==> src/rtl/maxpool2x2_stream_pkg.sv <==
`default_nettype none
// +----------------------------------------------------------------------------+
// | maxpool2x2_stream_pkg                                                      |
// | Shared CNN definitions: activation width/type, signed_max, clog2 helpers.  |
// | Rev 1.0                                                                    |
// +----------------------------------------------------------------------------+
package maxpool2x2_stream_pkg;

  localparam int CNN_D_W = 8;
  localparam int CMP_W   = 32;

  typedef logic signed [CNN_D_W-1:0] act_t;
  typedef logic signed [CMP_W-1:0]   cmp_t;

  // Operands are sign-extended to CMP_W so any stage up to 32 bits can share this.
  function automatic cmp_t signed_max(input cmp_t a, input cmp_t b);
    return (a > b) ? a : b;
  endfunction

  function automatic int clog2(input int value);
    int r;
    r = 0;
    while ((1 << r) < value) r++;
    return r;
  endfunction

  function automatic int idx_w(input int depth);
    return (clog2(depth) < 1) ? 1 : clog2(depth);
  endfunction

endpackage
`default_nettype wire

==> src/rtl/maxpool_line_buf.sv <==
`default_nettype none
// +----------------------------------------------------------------------------+
// | maxpool_line_buf                                                           |
// | Unreset single-write-port buffer with combinational indexed read.          |
// | Rev 1.0                                                                    |
// +----------------------------------------------------------------------------+
module maxpool_line_buf #(
  parameter int DEPTH = 4,
  parameter int WIDTH = 8,
  parameter int AW    = 2
) (
  input  logic             clk,
  input  logic             we,
  input  logic [AW-1:0]    waddr,
  input  logic [WIDTH-1:0] wdata,
  input  logic [AW-1:0]    raddr,
  output logic [WIDTH-1:0] rdata
);

  logic [WIDTH-1:0] mem_q [DEPTH];

  always_ff @(posedge clk) begin
    if (we) mem_q[waddr] <= wdata;
  end

  assign rdata = mem_q[raddr];

endmodule
`default_nettype wire

==> src/rtl/maxpool2x2_stream.sv <==
`default_nettype none
// +----------------------------------------------------------------------------+
// | maxpool2x2_stream                                                          |
// | Streaming 2x2 stride-2 max pool; optional frame_done via                   |
// | MAXPOOL2X2_FRAME_DONE_EN.                                                  |
// | Rev 1.0                                                                    |
// +----------------------------------------------------------------------------+
module maxpool2x2_stream
  import maxpool2x2_stream_pkg::*;
#(
  parameter int D_W   = CNN_D_W,
  parameter int IMG_W = 8,
  parameter int IMG_H = 8
) (
  input  logic                  clk,
  input  logic                  rst,
  input  logic                  in_valid,
  input  logic signed [D_W-1:0] in_data,
  output logic                  out_valid,
  output logic signed [D_W-1:0] out_data
`ifdef MAXPOOL2X2_FRAME_DONE_EN
  ,
  output logic                  frame_done
`endif
);

  localparam int LB_DEPTH = IMG_W / 2;
  localparam int LB_AW    = idx_w(LB_DEPTH);
  localparam int CW       = idx_w(IMG_W);
  localparam int RW       = idx_w(IMG_H);
  localparam logic [CW-1:0] COL_LAST = CW'(IMG_W - 1);
  localparam logic [RW-1:0] ROW_LAST = RW'(IMG_H - 1);

  logic [CW-1:0]         col_cnt_q, col_cnt_d;
  logic [RW-1:0]         row_cnt_q, row_cnt_d;
  logic signed [D_W-1:0] h_reg_q, h_reg_d;
  logic signed [D_W-1:0] out_data_q, out_data_d;
  logic                  out_valid_q, out_valid_d;
  logic                  w_col_last, w_row_last, w_lb_we;
  logic [LB_AW-1:0]      w_lb_idx;
  logic signed [D_W-1:0] w_hmax, w_vmax, w_lb_rdata;
`ifdef MAXPOOL2X2_FRAME_DONE_EN
  logic                  frame_done_q, frame_done_d;
`endif

  assign w_col_last = (col_cnt_q == COL_LAST);
  assign w_row_last = (row_cnt_q == ROW_LAST);
  assign w_lb_idx   = LB_AW'(col_cnt_q >> 1);
  assign w_hmax     = D_W'(signed_max(cmp_t'(h_reg_q), cmp_t'(in_data)));
  assign w_vmax     = D_W'(signed_max(cmp_t'(w_lb_rdata), cmp_t'(w_hmax)));
  // Even rows park their horizontal pair maxima for the odd row below.
  assign w_lb_we    = in_valid & col_cnt_q[0] & ~row_cnt_q[0] & ~rst;

  maxpool_line_buf #(
    .DEPTH (LB_DEPTH),
    .WIDTH (D_W),
    .AW    (LB_AW)
  ) u_line_buf (
    .clk   (clk),
    .we    (w_lb_we),
    .waddr (w_lb_idx),
    .wdata (w_hmax),
    .raddr (w_lb_idx),
    .rdata (w_lb_rdata)
  );

  always_comb begin
    col_cnt_d   = col_cnt_q;
    row_cnt_d   = row_cnt_q;
    h_reg_d     = h_reg_q;
    out_data_d  = out_data_q;
    out_valid_d = 1'b0;
`ifdef MAXPOOL2X2_FRAME_DONE_EN
    frame_done_d = 1'b0;
`endif
    if (in_valid) begin
      col_cnt_d = w_col_last ? '0 : col_cnt_q + CW'(1);
      if (w_col_last) row_cnt_d = w_row_last ? '0 : row_cnt_q + RW'(1);
      if (!col_cnt_q[0]) begin
        h_reg_d = in_data;
      end else if (row_cnt_q[0]) begin
        out_data_d  = w_vmax;
        out_valid_d = 1'b1;
`ifdef MAXPOOL2X2_FRAME_DONE_EN
        frame_done_d = w_col_last & w_row_last;
`endif
      end
    end
  end

  always_ff @(posedge clk) begin
    if (rst) begin
      col_cnt_q   <= '0;
      row_cnt_q   <= '0;
      h_reg_q     <= '0;
      out_data_q  <= '0;
      out_valid_q <= 1'b0;
`ifdef MAXPOOL2X2_FRAME_DONE_EN
      frame_done_q <= 1'b0;
`endif
    end else begin
      col_cnt_q   <= col_cnt_d;
      row_cnt_q   <= row_cnt_d;
      h_reg_q     <= h_reg_d;
      out_data_q  <= out_data_d;
      out_valid_q <= out_valid_d;
`ifdef MAXPOOL2X2_FRAME_DONE_EN
      frame_done_q <= frame_done_d;
`endif
    end
  end

  assign out_valid = out_valid_q;
  assign out_data  = out_data_q;
`ifdef MAXPOOL2X2_FRAME_DONE_EN
  assign frame_done = frame_done_q;
`endif

endmodule
`default_nettype wire

==> config.mk <==
export PLATFORM = sky130hd
export DESIGN_NAME = maxpool2x2_stream
export DESIGN_NICKNAME = d
export VERILOG_FILES = /design/src/rtl/maxpool2x2_stream_pkg.sv /design/src/rtl/maxpool_line_buf.sv /design/src/rtl/maxpool2x2_stream.sv
export SDC_FILE = /design/constraint.sdc
export NUM_CORES = 1
export LEC_CHECK = 0
export ABC_AREA = 0
export BUFFER_PORTS_ARGS = -buffer_cell sky130_fd_sc_hd__buf_4
export CORE_UTILIZATION = 50
export CTS_CLUSTER_SIZE = 24
export DETAILED_ROUTE_END_ITERATION = 16
export PLACE_DENSITY = 0.79
export SLEW_MARGIN = 25
export SYNTH_ARGS = -nofsm -noshare
export SYNTH_HDL_FRONTEND = slang
export SYNTH_SLANG_ARGS = --single-unit
==> constraint.sdc <==
create_clock -name clk -period 6.2 [get_ports clk]
set_input_delay 0.31 -clock clk [delete_from_list [all_inputs] [get_ports clk]]
set_output_delay 0.31 -clock clk [all_outputs]
set_load 0.02 [all_outputs]
==> metrics list, run 1 <==
- The internal portion of the total power is 0.000633 W.
- Root buffer selected by CTS: sky130_fd_sc_hd__clkbuf_8
* Most frequent cells in the layout: sky130_fd_sc_hd__edfxtp_1 (32), sky130_fd_sc_hd__dfxtp_1 (25), sky130_fd_sc_hd__nand2_1 (21), sky130_fd_sc_hd__buf_4 (21), sky130_fd_sc_hd__ha_1 (20)
* Primary FF master, synth: sky130_fd_sc_hd__edfxtp_1
- Worst Setup Start Kind: flip-flop
* Worst endpoint data arrival time: 3950 ps
* Effective utilization at floorplan: 52.4%
- Sequential cells burn 49.6% of the power.
* Time the worst path needs with I/O delays and setup: 3680 ps
- Final routed DRC violation total: 0
- Seq/Total Area, Yosys: 54.2%
- Along the worst path, the maximum fanout reaches 10.
- Yosys printed 0 warnings.
* Sort of element at the end of the critical path: flip-flop
* Post-route ant nets: 0
- In the routed layout, each cell is associated on average with a via count of 5.73.
* Proportion of layout cells with a drive suffix above 1: 20.2%
- The largest single stage delay on the critical path is 480 ps.
- Fraction of power spent switching nets: 24.9%
* Clock-pin slew on the worst setup and hold paths: 60 ps
- Fraction of power consumed by combinational cells: 11.8%
- CTS Hold Buffers Added: 0
- The number of different library cells used by synthesis comes to 38.
- Fin. max-slew vios: 0
- HPWL after detailed placement: 3840 µm
* Die width: 75.4 µm
- The congestion estimate from routability-driven global placement came to 0.809.
- Setup repair after global routing left no endpoint under its margin.
- For the final database, setup skew stands at 9.30 ps.
- The region available for standard cell placement spans 5140 µm².
* Maximum number of pins on one net before global-route repair: 18
* Worst-skew pair later-pin latency: 330 ps
- Die Ht: 75.4 µm
* Worst voltage drop across the vdd grid: 169 µV
* Net count after synthesis: 244
* Cell count after synthesis: 213
- Area of the mapped netlist: 2700 µm²
- Cell types occupying the most area after synthesis: sky130_fd_sc_hd__edfxtp_1 (36%), sky130_fd_sc_hd__dfxtp_1 (19%), sky130_fd_sc_hd__ha_1 (9.3%), sky130_fd_sc_hd__mux4_2 (6.7%), sky130_fd_sc_hd__mux2i_1 (3.3%)
* Type of the worst setup path: reg2reg
- Remaining global-route overflow: 0
* Family of cells with the greatest summed delay on the critical path: simple AND/OR/NAND/NOR gates
- Counting both buffers and inverters, the worst setup path holds a total of 1.
- TritonCTS built the clock tree.
- Before antenna repair, the detailed router went through 4 iterations.
* Slew of the pin with the lowest slew margin: 788 ps
- The synthesized design contains 32 enable-type register cells.
- The detailed router finished its first iteration with 118 violations.
- Max-slew headroom: 47.2%
* Most common library cell in the layout ignoring fill and taps: sky130_fd_sc_hd__edfxtp_1
* Required time at the endpoint of the critical path: 6470 ps
- TritonCTS created 9 clock buffers.
- Share of synthesized flip-flops with an asynchronous set or reset: 0%
- The die covers 5690 µm².
* Highest clock frequency the design can meet: 0.271 GHz
* Area share of the largest cell type after synthesis: 35.7%
- For this design the ratio of total power to cell area is 274 nW/µm².
- The critical path goes through ha_1, and3_1, a41o_1, a41oi_1, buf_4, mux2i_1, ha_1, or4b_1, o32a_1, nor3b_4, a221o_1.
* Post-CTS setup-driven buffer insertion count: 0
- Summing internal, switching and leakage power gives 0.000843 W.
- After clock tree synthesis, the repair step resized 0 gates.
- Relative to the synthesized area, the layout overhead comes to 14.3%.
* ANT cells: 0
* Ports: 20
- Number of maximum-capacitance violations: 0
- Clock network fraction of design power: 38.6%
* Total via count after detailed routing: 1787
* CTS sink cnt: 57
- Net count of the finished layout: 268
* Placed Instances: 296
* Largest area contributor in the synthesized netlist: sky130_fd_sc_hd__edfxtp_1
- The clock passes through at most 2 buffers.
- Global-route wire length before repair: 8400 µm
- Final hold vios: 0
- Average footprint of a synthesized cell: 12.7 µm²
- The H-tree generated during clock tree synthesis spans 3 levels.
- Standard cell with the maximum stage delay on the critical path: sky130_fd_sc_hd__o32a_1
- The worst path uses 59.4% of the clock period.
- Hold/Removal Path Class: in2reg
- Count of buffers inserted at the top-level ports: 19
* Final WL: 5220 µm
- Leakage power: 1.29 nW
- Most common cell on crit path: sky130_fd_sc_hd__ha_1
- FP Rows: 26
- Flip-flop and latch count after synthesis: 57
- Vias in the first global route: 1766
- Setup violations remaining at the end of the flow were counted as 0.
* Antenna violations before repair: 0
* Total Routing Usage GR: 20.8%
- For the final routed database, the setup TNS stands at 0 ps.
* Post-DR wirelength/cell: 16.7 µm
* Sw Pwr: 0.000210 W
- Final standard cell count with taps included and fillers excluded: 312
* Status: finished clean
[flip-flops by register name, summed over array words and instances, names as in the netlist, named ones only]
signal,flops
out_data,8
col_cnt_q,3
h_reg_q,8
row_cnt_q,3
out_valid,1
u_line_buf.mem_q,32
[metal layers]
layer	routed length, µm	global-route usage, %	vias up
met4	85	12.3	0
met5	0	0	-
met3	205	4.76	10
met1	2440	27.5	874
met2	2490	31.4	46
li1	-	-	857
[area by class of cell]
type                            instances  area, µm²
Tap cell                               70       87.6
Inverter                               19       71.3
Clock buffer                            9        124
Clock inverter                          7       61.3
Sequential cell                        57       1460
Multi-Input combinational cell        129       1120
Fill cell                             448       2060
Timing Repair Buffer                   21        158
[power by group through the flow]
stage	Combinational (W)	Clock (W)	Sequential, W
after floorplan	0.0000786	0	0.000423
after global placement	0.0000945	0	0.000427
after detailed placement	0.0000983	0	0.000427
after CTS	0.0000991	0.000331	0.000419
after global routing	0.000111	0.000349	0.000420
final	0.0000992	0.000325	0.000419
[final timing paths]
check	to	depth (start not counted)	slack (ps)	start
hold reg to reg	row_cnt_q[2]	2	460	row_cnt_q[2]
hold / removal	out_data[7]	2	230	in_data[7]
setup reg to reg	out_data[3]	11	2520	h_reg_q[6]
setup / recovery	out_data[3]	11	2520	h_reg_q[6]
[per-stage QoR]
stage / hold slack (ps) / setup slack [ps] / utilization, % / instance area [µm²]
2_1_floorplan: 440 / 2840 / - / 2700
3_3_place_gp: 447 / 2470 / 56.4 / 2900
3_5_place_dp: 457 / 2450 / 56.4 / 2900
4_1_cts: 217 / 2520 / 60.0 / 3080
5_1_grt: 235 / 2330 / 60.0 / 3080
6_report: 232 / 2520 / 60.0 / 3080
[cells by family (layout without fill, tap and decap cells)]
group	count (synthesis)	count (layout)	synth area share [%]
DFF	57	57	54.2
and+or+nand+nor	50	50	9.89
AOI/OAI and AO/OA	41	41	11.9
buffers and inverters	27	56	4.27
adders and majority gates	20	20	9.29
muxes	18	18	10.4
[cell usage after synthesis, drive strengths merged (2+ instances only)]
master  number
mux4         8
buf          4
inv         19
nor3         3
a221o        8
dfxtp       25
a21oi       14
ha          20
nand3        4
nor2         9
and3         3
a21o         2
edfxtp      32
mux2i        9
nor2b        2
a32o         8
clkbuf       4
nor3b        3
nand2b       2
nand2       21
Note: power is estimated with default switching activity, not from simulation.
==> run 2, diff against run 1 <==
--- a/config.mk
+++ b/config.mk
@@ -10,7 +10,7 @@
 export CORE_UTILIZATION = 50
 export CTS_CLUSTER_SIZE = 24
 export DETAILED_ROUTE_END_ITERATION = 16
-export PLACE_DENSITY = 0.79
+export PLACE_DENSITY = 0.82
 export SLEW_MARGIN = 25
 export SYNTH_ARGS = -nofsm -noshare
 export SYNTH_HDL_FRONTEND = slang
==> constraint.sdc (replaced) <==
create_clock -name clk -period 3.2 [get_ports clk]
set_input_delay 0.16 -clock clk [delete_from_list [all_inputs] [get_ports clk]]
set_output_delay 0.16 -clock clk [all_outputs]
set_load 0.02 [all_outputs]
==> metrics list, run 2 (synthesis gave the netlist of run 1 again) <==
- The flow ran to the end, but the final reports show violations.
- Failing checks: setup timing
- Using the TritonRoute via totals, the vias-per-cell ratio works out to 5.89.
* ANT cells: 0
- Across the routed clock network, the largest skew measured is 15.6 ps.
- In this run the clock root is driven by a sky130_fd_sc_hd__clkbuf_8.
- Post-route cell area: 3660 µm²
- The worst path uses 104% of the clock period.
* Flip-flop count of the largest register, all copies and words added: 32
* Placed Instances: 332
- The first routing iteration left 182 violations.
- The clock passes through at most 2 buffers.
- Weighted congestion reported at the end of routability-driven placement: 0.810
- Slew of the pin with the lowest slew margin: 853 ps
- Headroom to the max-slew limit came out at 42.9%.
- Before antenna repair, the detailed router went through 4 iterations.
* Hold/Removal Path Class: in2reg
- Ranked by flip-flop count, first place goes to u_line_buf.mem_q.
- The final count of pins violating max slew came to 0.
- CTS sink cnt: 57
- Number of maximum-capacitance violations: 0
* Remaining global-route overflow: 0
* Clock-pin slew on the worst setup and hold paths: 80 ps
- In this run the standard cell core region covers 5140 µm².
- Die Area: 5690 µm²
- Count of buffers inserted at the top-level ports: 19
* Post-DR wirelength/cell: 19.5 µm
- STA classifies the critical path startpoint as a flip-flop.
- Leaving out fill and tap cells, the most frequent cells in the layout are sky130_fd_sc_hd__buf_4 (60), sky130_fd_sc_hd__edfxtp_1 (32), sky130_fd_sc_hd__nand2_1 (21).
* Dpl cell area: 3240 µm²
- Subtracting the final worst setup slack from the clock period gives 3330 ps.
* Critical path's largest stage delay: 490 ps
* Power density normalized to cell area: 506 nW/µm²
- In this run the number of H-tree levels came out at 3.
* Maximum number of pins on one net before global-route repair: 18
- Along the worst path, the maximum fanout reaches 5.
- Measured in cells, the most critical reg-to-reg path has a length of 12.
- Number of setup violations in the final report: 8
- After the last flow step, the layout net total stands at 310.
- Counting the buffers created by CTS gives 9.
- Setup repair after global routing could not meet its margin everywhere.
* HPWL after detailed placement: 4160 µm
- Antenna violations before repair: 0
- Sort of element at the end of the critical path: flip-flop
- The floorplan step set the die height to 75.4 µm.
* Worst voltage drop across the vdd grid: 275 µV
- Ports: 20
- The via count of the first global-routing pass came to 2009.
- In this run the horizontal extent of the chip is 75.4 µm.
- Required time at the endpoint of the critical path: 3480 ps
- Total power of the final layout: 0.00185 W
- Once detail routing completed, the nets flagged for antenna violations numbered 0.
- Leakage power: 1.50 nW
* Worst-skew pair later-pin latency: 350 ps
- Standard cell with the maximum stage delay on the critical path: sky130_fd_sc_hd__or4b_4
- The floorplan has 26 rows.
- Final routed DRC violation total: 0
* CTS Hold Buffers Added: 0
- For this run, the number of standard cells in the final layout without fillers is 354.
* Most common library cell in the layout ignoring fill and taps: sky130_fd_sc_hd__buf_4
- Setup WS post-layout: -125 ps
- The worst setup path is of the reg2reg kind.
- The worst hold path was traced through 2 stages.
- Data arrives at the worst endpoint at 3610 ps.
- Global routing used 24.7% of the available tracks across all layers.
* Final hold vios: 0
- TritonCTS built the clock tree.
* Total via count after detailed routing: 2084
* Highest clock frequency the design can meet: 0.301 GHz
* Final WL: 6900 µm
- The signal on the critical path passes through ha_4, and3_4, a41o_1, a41oi_2, buf_6, mux2i_4, ha_1, or4b_4, o32a_4, nor3b_4, buf_4, a221o_1.
- Global-route wire length before repair: 9780 µm
- Compared with the post-synthesis result, the final layout area differs by 35.8%.
- Effective utilization at floorplan: 52.4%
* Proportion of layout cells with a drive suffix above 1: 43.0%
-- run 2: final timing paths --
check                                    end          from  slack, ps
worst min-delay path              h_reg_q[3]           rst        120
worst max register to register   out_data[3]    h_reg_q[6]       -130
worst min register to register  row_cnt_q[1]  row_cnt_q[1]        460
worst max-delay path             out_data[3]    h_reg_q[6]       -130
-- run 2: what timing repair did --
action	4_1_cts	5_1_grt
buffers inserted	2	2
setup endpoints to repair	8	8
gates resized for setup	19	13
cloned	2	0
pin swaps	7	8
-- run 2: stage by stage --
stage | util, % | hold slack (ps) | worst slack [ps] | TNS [ps]
6_report | 71.2 | 120 | -125 | -891
5_1_grt | 71.2 | 124 | -174 | -1290
4_1_cts | 69.2 | 111 | -40.0 | -264
3_5_place_dp | 63.1 | 456 | -286 | -2190
3_3_place_gp | 63.1 | 447 | -219 | -1670
2_1_floorplan | - | 288 | 20.0 | 0
-- run 2: power by group --
part | switching, W | internal (W) | total (W)
Clock | 0.000303 | 0.000378 | 0.000681
Sequential | 0.0000123 | 0.000797 | 0.000809
Combinational | 0.000179 | 0.000183 | 0.000362
Total | 0.000495 | 0.00136 | 0.00185
-- run 2: worst max-delay path: cells and delay by family (launching register included) --
family	cells	cell delay [ps]
AND/OR/NAND/NOR	3	890
buffers and inverters	2	390
adder cells (fa/ha/maj)	2	380
multiplexers	1	260
flip-flops	1	390
AO/OA/AOI/OAI	4	950
-- run 2: per-layer routing --
metal  up-vias  share of wire [%]  routed length, µm  global-route usage, %
met5         -                  0                  0                      0
met4         0                4.0                276                   13.4
met3        26                6.7                465                   4.37
met2        97                 50               3470                   40.2
met1      1018                 39               2690                   31.5
li1        943                  -                  -                      -
-- run 2: final cells by class --
class,count,area [µm²]
Clock buffer,11,141
Fill cell,356,1480
Clock inverter,5,55.1
Multi-Input combinational cell,130,1360
Timing Repair Buffer,62,473
Tap cell,70,87.6
Inverter,19,71.3
Sequential cell,57,1470
==> run 3, diff against run 2 <==
--- a/config.mk
+++ b/config.mk
@@ -8,6 +8,7 @@
 export ABC_AREA = 0
 export BUFFER_PORTS_ARGS = -buffer_cell sky130_fd_sc_hd__buf_4
 export CORE_UTILIZATION = 50
+export CTS_BUF_LIST = sky130_fd_sc_hd__clkbuf_8
 export CTS_CLUSTER_SIZE = 24
 export DETAILED_ROUTE_END_ITERATION = 16
 export PLACE_DENSITY = 0.82
==> metrics list, run 3 (synthesis gave the netlist of run 1 again) <==
- In the final layout, the share of cells above drive strength 1 is 43.0%.
- The worst hold path was traced through 2 stages.
* Maximum number of pins on one net before global-route repair: 18
* Sort of element at the end of the critical path: flip-flop
* Status: finished, violations left
- Bufs on Longest Clock Path: 2
- Slew of the pin with the lowest slew margin: 887 ps
* Vias in the first global route: 2009
* Time the worst path needs with I/O delays and setup: 3330 ps
- For flop-to-flop paths, the worst setup slack is -130 ps.
- Power density normalized to cell area: 505 nW/µm²
- Type of the worst setup path: reg2reg
* Largest Register: u_line_buf.mem_q
- Pre-CTS setup slack: -286 ps
- For this run, the slowest stage of the critical path takes 490 ps.
* Worst Reg-to-Reg Cells: 12
* Die Area: 5690 µm²
* Die Ht: 75.4 µm
- The startpoint identified for the worst hold timing path is rst.
- Setup violations remaining at the end of the flow were counted as 8.
* Total via count after detailed routing: 2059
- Area added between synthesis and finish: 35.8%
* Leakage power: 1.50 nW
* Total power of the final layout: 0.00185 W
- After detailed routing, the total wire length is 6900 µm.
* Number of H-tree branching levels: 3
* DR iter-0 viols: 178
* CP cell instances: ha_4, and3_4, a41o_1, a41oi_2, buf_6, mux2i_4, ha_1, or4b_4, o32a_4, nor3b_4, buf_4, a221o_1
* Crit path buf inv count: 2
* Setup_tns: -931 ps
* Number of maximum-capacitance violations: 0
- Highest clock frequency the design can meet: 0.300 GHz
- Worst Setup Start Kind: flip-flop
- FP Rows: 26
- The library cell used most frequently in the layout, excluding fill and tap cells, is sky130_fd_sc_hd__buf_4.
- The worst register-to-register path ends at out_data[3].
- STA puts the critical path data required time at 3480 ps.
- For hold timing, the worst endpoint is h_reg_q[3].
* Final routed DRC violation total: 0
- From left edge to right edge, the die measures 75.4 µm.
* Clock-pin slew on the worst setup and hold paths: 80 ps
* Final core utilization: 71.2%
* Post-route cell area: 3660 µm²
* Total Routing Usage GR: 24.7%
- In this run the cell area measured after placement is 3240 µm².
* Net count of the finished layout: 310
* Filler cell count in the final layout: 356
- CTS Hold Buffers Added: 0
* Weighted congestion reported at the end of routability-driven placement: 0.810
* Post-route clock skew: 16.1 ps
- Post-route ant nets: 0
* Critical register-to-register path startpoint: h_reg_q[6]
* Crit path max fanout: 5
- TritonCTS built the clock tree.
* Worst endpoint data arrival time: 3620 ps
- The slowest stage of the critical path belongs to the cell sky130_fd_sc_hd__or4b_4.
- Ports: 20
* Family of cells with the greatest summed delay on the critical path: compound AO/OA/AOI/OAI gates
- Number of clock buffers inserted by TritonCTS: 9
* Final hold vios: 0
- In the layout the commonest cells are sky130_fd_sc_hd__buf_4 (60), sky130_fd_sc_hd__edfxtp_1 (32), sky130_fd_sc_hd__nand2_1 (21).
- Detailed placement finished with a half-perimeter wire length of 4160 µm.
- Before antenna repair, the detailed router went through 4 iterations.
- Worst voltage drop across the vdd grid: 275 µV
- Setup WS post-layout: -132 ps
- The floorplan step defined a core boundary enclosing 5140 µm².
- Count of buffers inserted at the top-level ports: 19
* Failing checks: setup timing
- Measured against its own limit, the worst slew margin works out to 40.6%.
* Remaining global-route overflow: 0
* Share of the clock period used by the worst path after layout: 104%
* Number of vias per cell: 5.82
* Effective utilization at floorplan: 52.4%
* Post-DR wirelength/cell: 19.5 µm
- The first global-routing pass estimated 9780 µm of wire.
* ANT cells: 0
- CTS sink cnt: 57
- Setup repair after global routing could not meet its margin everywhere.
- Worst-skew pair later-pin latency: 350 ps
- The tightest min-delay check is of the in2reg type.
* Root buffer selected by CTS: sky130_fd_sc_hd__clkbuf_8
- Antenna violations before repair: 0
- The register with the most flip-flops in the layout has 32 of them.
- Fin. max-slew vios: 0
run 3: cell count changes in the layout (fill, tap and decap cells not counted):
cell,delta
sky130_fd_sc_hd__clkbuf_1,-1
sky130_fd_sc_hd__inv_1,+1
run 3: stage by stage:
step	hold WS (ps)	std cells
after floorplan	288	213
after global placement	447	332
after detailed placement	456	332
after CTS	111	352
after global routing	124	354
final	121	354
run 3: how the worst max path moves through the flow:
stage / from / to / slack (ps) / cells past startpoint
final: h_reg_q[6] / out_data[3] / -130 / 12
after global routing: h_reg_q[6] / out_data[3] / -170 / 12
after CTS: h_reg_q[4] / out_data[1] / -40 / 12
after detailed placement: in_data[4] / out_data[4] / -290 / 16
after global placement: in_data[4] / out_data[3] / -220 / 16
after floorplan: h_reg_q[5] / out_data[1] / 20 / 12
run 3: layout make-up:
cell class | count | area, µm² | share of cell area [%]
Sequential cell | 57 | 1470 | 40.2
Multi-Input combinational cell | 130 | 1360 | 37.2
Timing Repair Buffer | 62 | 473 | 12.9
Clock buffer | 10 | 138 | 3.76
Tap cell | 70 | 87.6 | 2.39
Inverter | 19 | 71.3 | 1.95
Clock inverter | 6 | 58.8 | 1.61
run 3: worst reg2reg max path, stage by stage, from the launching register on:
cell	delay, ps
sky130_fd_sc_hd__dfxtp_2	390
sky130_fd_sc_hd__ha_4	220
sky130_fd_sc_hd__and3_4	160
sky130_fd_sc_hd__a41o_1	240
sky130_fd_sc_hd__a41oi_2	200
sky130_fd_sc_hd__buf_6	210
sky130_fd_sc_hd__mux2i_4	260
sky130_fd_sc_hd__ha_1	160
sky130_fd_sc_hd__or4b_4	490
sky130_fd_sc_hd__o32a_4	380
sky130_fd_sc_hd__nor3b_4	250
sky130_fd_sc_hd__buf_4	180
sky130_fd_sc_hd__a221o_1	130
run 3: repair_timing:
item | in CTS | in global routing
resized for setup | 19 | 13
setup buffers | 2 | 2
pin swaps | 7 | 8
cloned | 2 | 0
endpoints found under the setup margin | 8 | 8
run 3: metal layers:
layer  up-vias  routed length, µm  track usage (%)
met5         -                  0                0
met4         0                300             13.4
met3        28                494             4.37
met2        94               3430             40.2
met1       996               2670             31.5
li1        941                  -                -
run 3: power breakdown:
part	switching (W)	total (W)	leakage, nW	internal (W)
Combinational	0.000179	0.000362	0.907	0.000183
Clock	0.000304	0.000679	0.0995	0.000375
Sequential	0.0000122	0.000809	0.498	0.000797
Total	0.000495	0.00185	1.50	0.00135
